**src/rtl/hdmi_tmds_pkg.sv**
```systemverilog
// hdmi_tmds_pkg: shared TMDS control tokens, video guard words and sequencer types
package hdmi_tmds_pkg;
  localparam logic [9:0] CTL_TOK [4] = '{10'b1101010100, 10'b0010101011, 10'b0101010100, 10'b1010101011};
  localparam logic [9:0] GB_VID_CH0 = 10'b1011001100;
  localparam logic [9:0] GB_VID_CH1 = 10'b0100110011;
  localparam logic [9:0] GB_VID_CH2 = 10'b1011001100;
  typedef enum logic [1:0] {S_CTRL, S_PRE, S_GUARD, S_VIDEO} seq_state_t;
  typedef enum logic [1:0] {M_CTRL, M_GUARD, M_DATA} chan_mode_t;
  typedef struct packed {
    logic [7:0] red;
    logic [7:0] green;
    logic [7:0] blue;
    logic       hsync;
    logic       vsync;
    logic       vde;
  } pix_t;
  function automatic logic [3:0] ones8(input logic [7:0] v);
    ones8 = '0;
    for (int i = 0; i < 8; i++) ones8 = ones8 + {3'b0, v[i]};
  endfunction
endpackage

```
**src/rtl/tmds_chan_encoder.sv**
```systemverilog
// tmds_chan_encoder: two-stage TMDS channel encoder (q_m stage, then DC-balance stage)
// TMDS_DISP_MON_EN exposes the running disparity as disp
module tmds_chan_encoder
  import hdmi_tmds_pkg::*;
(
  input  logic       clk,
  input  logic       rst,
  input  logic [7:0] din,
  input  logic       c0,
  input  logic       c1,
  input  chan_mode_t mode,
  input  logic [9:0] guard,
  output logic [9:0] q_out
`ifdef TMDS_DISP_MON_EN
  ,
  output logic [4:0] disp
`endif
);
  logic [3:0] n1d, n1q;
  logic [8:0] qm_d, qm;
  logic xn, bal, inv;
  chan_mode_t mode_q;
  logic [1:0] c_q;
  logic [9:0] guard_q;
  logic [4:0] cnt, diff, cnt_nxt;
  always_comb begin
    n1d = ones8(din);
    xn = n1d > 4'd4 || (n1d == 4'd4 && !din[0]);
    qm_d = '0;
    qm_d[0] = din[0];
    for (int i = 1; i < 8; i++) qm_d[i] = qm_d[i-1] ^ din[i] ^ xn;
    qm_d[8] = !xn;
  end
  always_ff @(posedge clk)
    if (rst) begin
      qm <= '0;
      n1q <= '0;
      mode_q <= M_CTRL;
      c_q <= '0;
      guard_q <= '0;
    end else begin
      qm <= qm_d;
      n1q <= ones8(qm_d[7:0]);
      mode_q <= mode;
      c_q <= {c1, c0};
      guard_q <= guard;
    end
  // disparity held as two's complement; diff = n1 - n0 of q_m[7:0]
  always_comb begin
    diff = {n1q, 1'b0} - 5'd8;
    bal = cnt == '0 || diff == '0;
    inv = bal ? !qm[8] : cnt[4] == diff[4];
    cnt_nxt = bal ? (inv ? cnt - diff : cnt + diff)
            : inv ? cnt + {3'b0, qm[8], 1'b0} - diff : cnt - {3'b0, !qm[8], 1'b0} + diff;
  end
  always_ff @(posedge clk)
    if (rst) begin
      q_out <= CTL_TOK[0];
      cnt <= '0;
    end else begin
      q_out <= mode_q == M_DATA ? {inv, qm[8], qm[7:0] ^ {8{inv}}}
             : mode_q == M_GUARD ? guard_q : CTL_TOK[c_q];
      cnt <= mode_q == M_DATA ? cnt_nxt : '0;
    end
`ifdef TMDS_DISP_MON_EN
  assign disp = cnt;
`endif
endmodule

```
**src/rtl/hdmi_video_sequencer.sv**
```systemverilog
// hdmi_video_sequencer: HDMI preamble/guard-band inserter feeding three TMDS encoders
// TMDS_DISP_MON_EN builds the sticky running-disparity monitor behind disp_err
module hdmi_video_sequencer
  import hdmi_tmds_pkg::*;
#(
  parameter int PREAMBLE_LEN = 8,
  parameter int GUARD_LEN    = 2,
  parameter int DISP_LIMIT   = 10
) (
  input  logic       clk,
  input  logic       rst,
  input  logic       hdmi_mode,
  input  logic [7:0] red,
  input  logic [7:0] green,
  input  logic [7:0] blue,
  input  logic       hsync,
  input  logic       vsync,
  input  logic       vde,
  output logic [9:0] tmds_ch0,
  output logic [9:0] tmds_ch1,
  output logic [9:0] tmds_ch2,
  output logic       short_blank_err,
  output logic       disp_err
);
  localparam int LEAD = PREAMBLE_LEN + GUARD_LEN;
  localparam logic [9:0] GB [3] = '{GB_VID_CH0, GB_VID_CH1, GB_VID_CH2};
  if (PREAMBLE_LEN < 1 || PREAMBLE_LEN > 15 || GUARD_LEN < 1 || GUARD_LEN > 3 || DISP_LIMIT < 1) begin : g_param_chk
    $error("hdmi_video_sequencer: parameter out of range");
  end
  pix_t dl [LEAD];
  pix_t d;
  logic vde_q, rise, long_blank, sched, pre, grd;
  logic [4:0] blank_run, cnt, cur_cnt, cnt_dec;
  seq_state_t st, cur_st, st_nxt;
  chan_mode_t mode;
  logic [7:0] din [3];
  logic [1:0] ctl [3];
  logic [9:0] q [3];
  assign d = dl[LEAD-1];
  assign rise = vde && !vde_q;
  assign long_blank = blank_run >= 5'(LEAD);
  assign sched = rise && hdmi_mode && long_blank;
  assign short_blank_err = !rst && rise && hdmi_mode && !long_blank;
  always_ff @(posedge clk)
    if (rst) begin
      vde_q <= 1'b0;
      blank_run <= '0;
      for (int i = 0; i < LEAD; i++) dl[i] <= '0;
    end else begin
      vde_q <= vde;
      blank_run <= vde ? '0 : long_blank ? blank_run : blank_run + 5'd1;
      dl[0] <= '{red, green, blue, hsync, vsync, vde};
      for (int i = 1; i < LEAD; i++) dl[i] <= dl[i-1];
    end
  // a scheduled edge turns the oldest of the LEAD blank slots now leaving the delay line into preamble
  always_comb begin
    cur_st = sched ? S_PRE : st;
    cur_cnt = sched ? 5'(LEAD) : cnt;
    cnt_dec = cur_cnt - 5'd1;
    pre = cur_st == S_PRE;
    grd = cur_st == S_GUARD;
    mode = grd ? M_GUARD : !pre && d.vde ? M_DATA : M_CTRL;
    st_nxt = pre || grd ? (cnt_dec == '0 ? S_VIDEO : cnt_dec <= 5'(GUARD_LEN) ? S_GUARD : S_PRE)
           : d.vde ? S_VIDEO : S_CTRL;
    din[0] = d.blue;
    din[1] = d.green;
    din[2] = d.red;
    ctl[0] = {d.vsync, d.hsync};
    ctl[1] = {1'b0, pre};
    ctl[2] = 2'b00;
  end
  always_ff @(posedge clk)
    if (rst) begin
      st <= S_CTRL;
      cnt <= '0;
    end else begin
      st <= st_nxt;
      cnt <= pre || grd ? cnt_dec : '0;
    end
`ifdef TMDS_DISP_MON_EN
  logic [4:0] disp [3];
  logic over;
  always_comb begin
    over = 1'b0;
    for (int i = 0; i < 3; i++) over = over || int'($signed(disp[i])) > DISP_LIMIT || int'($signed(disp[i])) < -DISP_LIMIT;
  end
  always_ff @(posedge clk)
    if (rst) disp_err <= 1'b0;
    else if (over) disp_err <= 1'b1;
`else
  assign disp_err = 1'b0;
`endif
  for (genvar i = 0; i < 3; i++) begin : g_ch
    tmds_chan_encoder u_enc (
      .clk(clk),
      .rst(rst),
      .din(din[i]),
      .c0(ctl[i][0]),
      .c1(ctl[i][1]),
      .mode(mode),
      .guard(GB[i]),
      .q_out(q[i])
`ifdef TMDS_DISP_MON_EN
      ,
      .disp(disp[i])
`endif
    );
  end
  assign tmds_ch0 = q[0];
  assign tmds_ch1 = q[1];
  assign tmds_ch2 = q[2];
endmodule

```
**config.mk**
```make
export PLATFORM = sky130hd
export DESIGN_NAME = hdmi_video_sequencer
export DESIGN_NICKNAME = d
export VERILOG_FILES = /design/src/rtl/hdmi_tmds_pkg.sv /design/src/rtl/tmds_chan_encoder.sv /design/src/rtl/hdmi_video_sequencer.sv
export SDC_FILE = /design/constraint.sdc
export NUM_CORES = 1
export LEC_CHECK = 0
export BUFFER_PORTS_ARGS = -buffer_cell sky130_fd_sc_hd__buf_2
export CAP_MARGIN = 10
export CORE_ASPECT_RATIO = 2
export CORE_MARGIN = 4
export CORE_UTILIZATION = 59
export CTS_CLUSTER_SIZE = 16
export DETAILED_ROUTE_END_ITERATION = 6
export GPL_ROUTABILITY_DRIVEN = 0
export PLACE_DENSITY = 0.77
export SETUP_SLACK_MARGIN = 0.15
export SLEW_MARGIN = 40
export SYNTH_ARGS = -nofsm -noshare
export SYNTH_HDL_FRONTEND = slang
export SYNTH_SLANG_ARGS = --single-unit
```
**constraint.sdc**
```tcl
create_clock -name clk -period 7.11 [get_ports clk]
set_input_delay 0.3555 -clock clk [delete_from_list [all_inputs] [get_ports clk]]
set_output_delay 0.3555 -clock clk [all_outputs]
set_load 0.02 [all_outputs]
```
==> results of run 1 <==
==> cells by family (layout without fill, tap and decap cells) <==
family	after synthesis	after routing	share of synthesized area [%]
simple gates	430	430	18.17
other cells	1	1	0.02728
flops	369	369	53.74
compound gates	108	108	5.061
buf+inv	156	242	4.424
fa+ha+maj	109	109	12.05
xor+xnor	85	85	6.062
mux	6	6	0.4642
==> layer usage <==
metal / vias to the layer above / share of wire, % / GRT usage (%)
li1: 4074 / - / -
met1: 3667 / 37 / 17.29
met2: 141 / 56 / 31.05
met3: 57 / 3.4 / 2.190
met4: 0 / 4.3 / 8.168
met5: - / 0 / 0
==> Yosys cell counts (18+ instances only) <==
master,instances
a21oi_1,28
clkbuf_1,43
dfxtp_1,369
fa_1,39
ha_1,70
inv_1,105
nand2_1,39
nor2_1,51
nor2b_1,284
o21ai_0,18
xnor2_1,55
xor2_1,21
==> where the power goes <==
group	internal, mW	switching [mW]	total, mW
logic	0.0458	0.0582	0.104
registers	2.09	0.00622	2.10
clock network	0.852	0.687	1.54
total	2.99	0.751	3.74
==> worst max-delay path: cells and delay by family, from the launching register on <==
kind	cells	cell delay, ns
flops	1	0.35
buf+inv	5	0.31
fa+ha+maj	10	4.19
simple gates	2	0.39
compound gates	2	0.44
xor+xnor	1	0.16
==> metrics by stage <==
step	util [%]	instance area (um^2)	instances	hold WS, ns
floorplan	-	13750	1264	0.4138
global placement	62.36	14240	1560	0.4150
detailed placement	62.37	14240	1560	0.4204
CTS	67.17	15340	1630	0.001923
global route	67.20	15350	1630	0.01884
finish	67.20	15350	1630	0.03011
==> state kept, by name (all words and copies together) (netlist names) <==
name	cells
blank_run	5
g_ch.u_enc.n1q	12
g_ch.u_enc.q_out	30
cnt	5
dl	270
g_ch.u_enc.mode_q	2
g_ch.u_enc.guard_q	1
g_ch.u_enc.c_q	3
g_ch.u_enc.cnt	12
st	2
g_ch.u_enc.qm	27
==> cell type report <==
class                      instances  area, um^2  area share (%)
clock inverter                     9       76.32          0.4973
inverter                         106       397.9           2.593
clock buffer                      43       838.3           5.462
sequential                       369        7387           48.13
multi-input combinational        739        5762           37.54
timing repair buffer              84       535.5           3.489
tap                              280       350.3           2.283
==> how the worst max path moves through the flow <==
stage	depth (start not counted)	endpoint
floorplan	20	g_ch[0].u_enc.n1q[2]
global placement	19	g_ch[0].u_enc.n1q[2]
detailed placement	19	g_ch[0].u_enc.n1q[2]
CTS	19	g_ch[0].u_enc.n1q[2]
global route	19	g_ch[0].u_enc.n1q[2]
finish	20	g_ch[2].u_enc.n1q[1]
==> repair_timing <==
action,CTS,global route
setup endpoints to repair,0,0
buffers inserted,0,0
hold buffers,18,0
hold endpoints to repair,18,0
==> impl_metrics.ini, run 1 <==
[finish]
nFillCells = 1733
layout-drive-gt1-share_pct = 9.481
fin_nets = 1468
n_antenna_cell = 0
area_growth_pct = 11.65
final_common_cell = dfxtp_1
layout_common_cells = 369 x dfxtp_1, 284 x nor2b_1, 105 x inv_1, 70 x ha_1, 59 x buf_2

[yosys]
synth_ff_type = dfxtp_1
synth.area.top_cells = dfxtp_1 54%, nor2b_1 13%, ha_1 6.4%
synthArstFlopShare_pct = 0
yosysTopAreaCellShare_pct = 53.74
ys_warn_count = 0
syn-num-nets = 1403
synth_largest_area_cell = dfxtp_1
yosysUniqueCellTypes = 52
synth_area_mm2 = 0.01375
synthCells = 1264
ys_ff_latch = 369
avgSynthCellArea_um2 = 10.87
synth_edf_count = 0
ys_seq_area_share_pct = 53.74

[sta]
period_minus_slack_ns = 5.919
finalHoldViolCount = 0
fin_skew_ns = 0.01262
finalCritPeriodShare_pct = 83.25
worst_pin_slew_ns = 0.7511
slew_violations = 0
fin_ws_ns = 1.191
slew_headroom_pct = 49.93
finalSetupTns_ns = 0
max_freq_mhz = 168.9
setup_viol = 0
grt_setup_unrepaired = no

[setup_path]
worst_setup_path_end_kind = register
r2r-start = dl[0][262]
r2r-end = g_ch[2].u_enc.n1q[1]
worstRegToRegCells = 20
crit_slowest_cell = fa_1
criticalPathCategory = register to register
required_ns = 7.59
start_kind = register
crit_arrival_ns = 6.40
crit_chain = ha_1 > inv_1 > fa_1 > fa_1 > inv_1 > fa_1 > fa_1 > nor3b_1 > o21ai_1 > a21oi_2 > xnor2_1 > ha_1 > inv_1 > fa_1 > inv_1 > fa_1 > fa_1 > inv_1 > fa_1 > nor2_1
worstPathMaxFanout = 5
max_stage_delay_ns = 0.49
reg2reg_slack_ns = 1.19
critPathLaunch = dl[0][262]
cpMostUsedCell = fa_1

[clock_tree]
ctsHtreeMaxLevel = 1
cts_buffers = 29
root_buffer = clkbuf_16
cts.clk_slew.worst_paths_ns = 0.07
ctsResizeCount = 0
clock-sinks = 369
clk_latency_ns = 0.55
clk_path_buf_depth = 3
cts_tree = done

[drt]
drc = 0
drt.antenna.violating_nets = 0
wl_per_cell_um = 12.39
totalWireLength_um = 20200
vias = 7939
drt_iter0_markers = 298
first_pass_iters = 4
viasPerCell = 4.871

[min_path]
hp-start = green[1]
holdPathEnd = dl[0][12]
holdCritPathClass = input port to register
min_delay_path_depth = 2

[power]
p_leak_nw = 6.388
ir_drop_v = 0.0002676
power_mw = 3.741
power.density_mw_per_mm2 = 243.8

[floorplanning]
pin_count = 62
core_mm2 = 0.02284
num_rows = 78
die_h_um = 223.9
die-area_mm2 = 0.02595
initial_utilization_pct = 60.19
die_x_um = 115.9

[global_route]
grt_pass1_wl_um = 35450
track_usage_pct = 16.45
antenna_found_initial = 0
grt_max_degree = 104
grt-ovfl-total = 0
grt_pass1_vias = 8118

[status]
status = completed

[flow_run]
drv_cap = 0

[placement]
numPortBuffers = 60
hpwl_um = 14000
post-place-ws_ns = 1.290
Power figures use the tool's default switching activity.
==> inputs of run 2 (changes only) <==
--- a/config.mk
+++ b/config.mk
@@ -5,6 +5,7 @@
 export SDC_FILE = /design/constraint.sdc
 export NUM_CORES = 1
 export LEC_CHECK = 0
+export ABC_AREA = 1
 export BUFFER_PORTS_ARGS = -buffer_cell sky130_fd_sc_hd__buf_2
 export CAP_MARGIN = 10
 export CORE_ASPECT_RATIO = 2
==> constraint.sdc (replaced) <==
create_clock -name clk -period 5.8 [get_ports clk]
set_input_delay 0.29 -clock clk [delete_from_list [all_inputs] [get_ports clk]]
set_output_delay 0.29 -clock clk [all_outputs]
set_load 0.02 [all_outputs]
==> run 2 against run 1 <==
Effect of this change:
- worst setup slack worse by 0.89 ns
- final cell count up 24%
- area after synthesis up 2.2%
- worst hold slack better by 0.11 ns
- synthesized cell count up 29%
- first-iteration DRC count up 63%
- sequential power up 22%
- core utilization up 1.3 points
- final area up 4.1%
- power up 26%
- non-clock buffer count up 10
- combinational power up 35%
- largest cell class unchanged
==> impl_metrics.ini, run 2 <==
[status]
status = completed

[clock_tree]
clk_latency_ns = 0.56
ctsHtreeMaxLevel = 1
cts_buffers = 30
clk_path_buf_depth = 3
root_buffer = clkbuf_16
cts.clk_slew.worst_paths_ns = 0.07
clock-sinks = 369
cts_tree = done

[global_route]
grt_use_met3_pct = 2.601
grt_max_degree = 126
grt-ovfl-total = 0
antenna_found_initial = 0
grt_pass1_wl_um = 38020
grt.met1_usage_pct = 16.48
use_met2_pct = 32.83
track_usage_pct = 17.22
grt_pass1_vias = 9453
grt-busiest-layer = met2

[drt]
vias = 9396
drc = 0
viasPerCell = 4.640
first_pass_iters = 5
drt.antenna.violating_nets = 0
totalWireLength_um = 21780
wl_per_cell_um = 10.76
drt_iter0_markers = 487

[finish]
fin_nets = 1858
layout_common_cells = 423 x inv_1, 368 x dfxtp_1, 348 x nor2_1, 110 x nand2_1, 67 x ha_1
regArea_mm2 = 0.007388
final_common_cell = inv_1
multi_input_area_mm2 = 0.004964
n_antenna_cell = 0
reg.largest.list = dl x270, g_ch.u_enc.q_out x30, g_ch.u_enc.qm x27
regMostFlops = dl
stdcell_count = 2025
nFillCells = 1798
largest_reg_flops = 270
layout-drive-gt1-share_pct = 8.955
area_growth_pct = 13.78
fin_util_pct = 68.52

[flow_run]
drv_cap = 0

[yosys]
yosysMostFrequentCell = inv_1
synth.area.top_cells = dfxtp_1 53%, inv_1 11%, nor2_1 9.3%
synthTopCellsByCount = 423 x inv_1, 369 x dfxtp_1, 348 x nor2_1, 114 x nand2_1, 70 x ha_1
synth_edf_count = 0
synthCells = 1635
avgSynthCellArea_um2 = 8.592
yosysUniqueCellTypes = 36
yosysTopAreaCellShare_pct = 52.59
ys_warn_count = 0
syn-num-nets = 1774
ys_seq_area_share_pct = 52.59
synth_area_mm2 = 0.01405
ys_ff_latch = 369
synth_ff_type = dfxtp_1
synth_largest_area_cell = dfxtp_1
synthArstFlopShare_pct = 0

[sta]
fin_ws_ns = 0.3032
period_minus_slack_ns = 5.497
finalSetupTns_ns = 0
finalCritPeriodShare_pct = 94.77
grt_setup_unrepaired = no
max_freq_mhz = 181.9
finalHoldViolCount = 0
setup_viol = 0
worst_pin_slew_ns = 0.7998
slew_headroom_pct = 46.55
fin_skew_ns = 0.01561
slew_violations = 0

[placement]
place_inst = 1940
post-place-ws_ns = 0.06982
numPortBuffers = 60
hpwl_um = 14730

[floorplanning]
die-area_mm2 = 0.02649
die_x_um = 117.1
die_h_um = 226.2
initial_utilization_pct = 60.22
num_rows = 79
pin_count = 62
core_mm2 = 0.02333

[min_path]
holdCritPathClass = input port to register

[setup_path]
required_ns = 6.29
worstPathMaxFanout = 3
max_stage_delay_ns = 0.49
crit_chain = ha_4 > inv_1 > fa_1 > fa_1 > inv_1 > fa_1 > fa_1 > xnor2_1 > o21ai_2 > xor2_1 > ha_1 > inv_1 > fa_1 > inv_1 > fa_1 > fa_1 > inv_1 > fa_1 > nor2_1
criticalPathCategory = register to register
crit_slowest_cell = fa_1
crit_buf_inv = 5
cp_top_family = adder cells
start_kind = register
cpMostUsedCell = fa_1
crit_arrival_ns = 5.99
worst_setup_path_end_kind = register

[power]
ir_drop_v = 0.0002751
p_leak_nw = 7.212
power.density_mw_per_mm2 = 295.8
==> run 2: changes by cell type after synthesis, sizes merged, moves of 9 or more <==
cell	before	now
nand3	2	35
a21oi	32	53
nand2	39	118
xnor2	60	25
nor2	51	349
nor3	14	4
nor2b	284	0
inv	106	428
and2	12	0
clkbuf	43	34
nor3b	9	0
xor2	22	33
==> run 2: path summary, 6_finish.rpt <==
| path | startpoint | end | slack [ns] | cells after the start |
|---|---|---|---|---|
| max | dl[0][262] | g_ch[2].u_enc.n1q[1] | 0.30 | 19 |
| min | rst | g_ch[1].u_enc.n1q[1] | 0.14 | 2 |
| max reg2reg | dl[0][262] | g_ch[2].u_enc.n1q[1] | 0.30 | 19 |
| min reg2reg | dl[0][72] | dl[0][99] | 0.39 | 2 |
==> run 2: layer usage <==
metal	vias to the layer above	share of wire, %	wire [um]
li1	4869	-	-
met1	4240	36	7909
met2	196	54	11720
met3	91	3.7	807
met4	0	6.1	1338
met5	-	0	0
==> run 2: cell families (layout without fill, tap and decap cells) <==
group	Yosys count	count (layout)	synth area share, %
XOR/XNOR	58	58	3.937
buffers and inverters	471	578	12.69
other	1	1	0.02670
AO/OA/AOI/OAI	112	112	4.552
adder cells (fa/ha/maj)	109	109	11.79
AND/OR/NAND/NOR	515	515	14.41
flip-flops	369	369	52.59
==> run 2: stage by stage <==
step | area (um^2) | hold slack, ns | total power, mW
after global routing | 15980 | 0.1696 | 4.913
after floorplan | 14050 | 0.3883 | 2.726
final | 15980 | 0.1437 | 4.728
after detailed placement | 14610 | 0.3916 | 2.758
after global placement | 14570 | 0.3884 | 2.751
after CTS | 15900 | 0.1536 | 4.789
==> run 2: cell type report <==
cell class / instances / area share (%)
sequential: 369 / 46.23
multi-input combinational: 795 / 31.06
inverter: 429 / 10.08
clock buffer: 45 / 5.558
timing repair buffer: 94 / 4.165
tap: 283 / 2.215
clock inverter: 10 / 0.7046
==> run 2: what timing repair did <==
item,CTS,global route
endpoints found under the hold margin,27,0
pin swaps,0,4
hold buffers,27,0
setup endpoints to repair,2,6
setup buffers,0,3
resized for setup,4,12
==> run 2: power breakdown <==
group / internal (mW) / total, mW / switching [mW] / leakage, nW
Clock: 1.15 / 2.01 / 0.865 / 0.487
Combinational: 0.0547 / 0.140 / 0.0850 / 3.73
Sequential: 2.57 / 2.57 / 0.00877 / 2.99
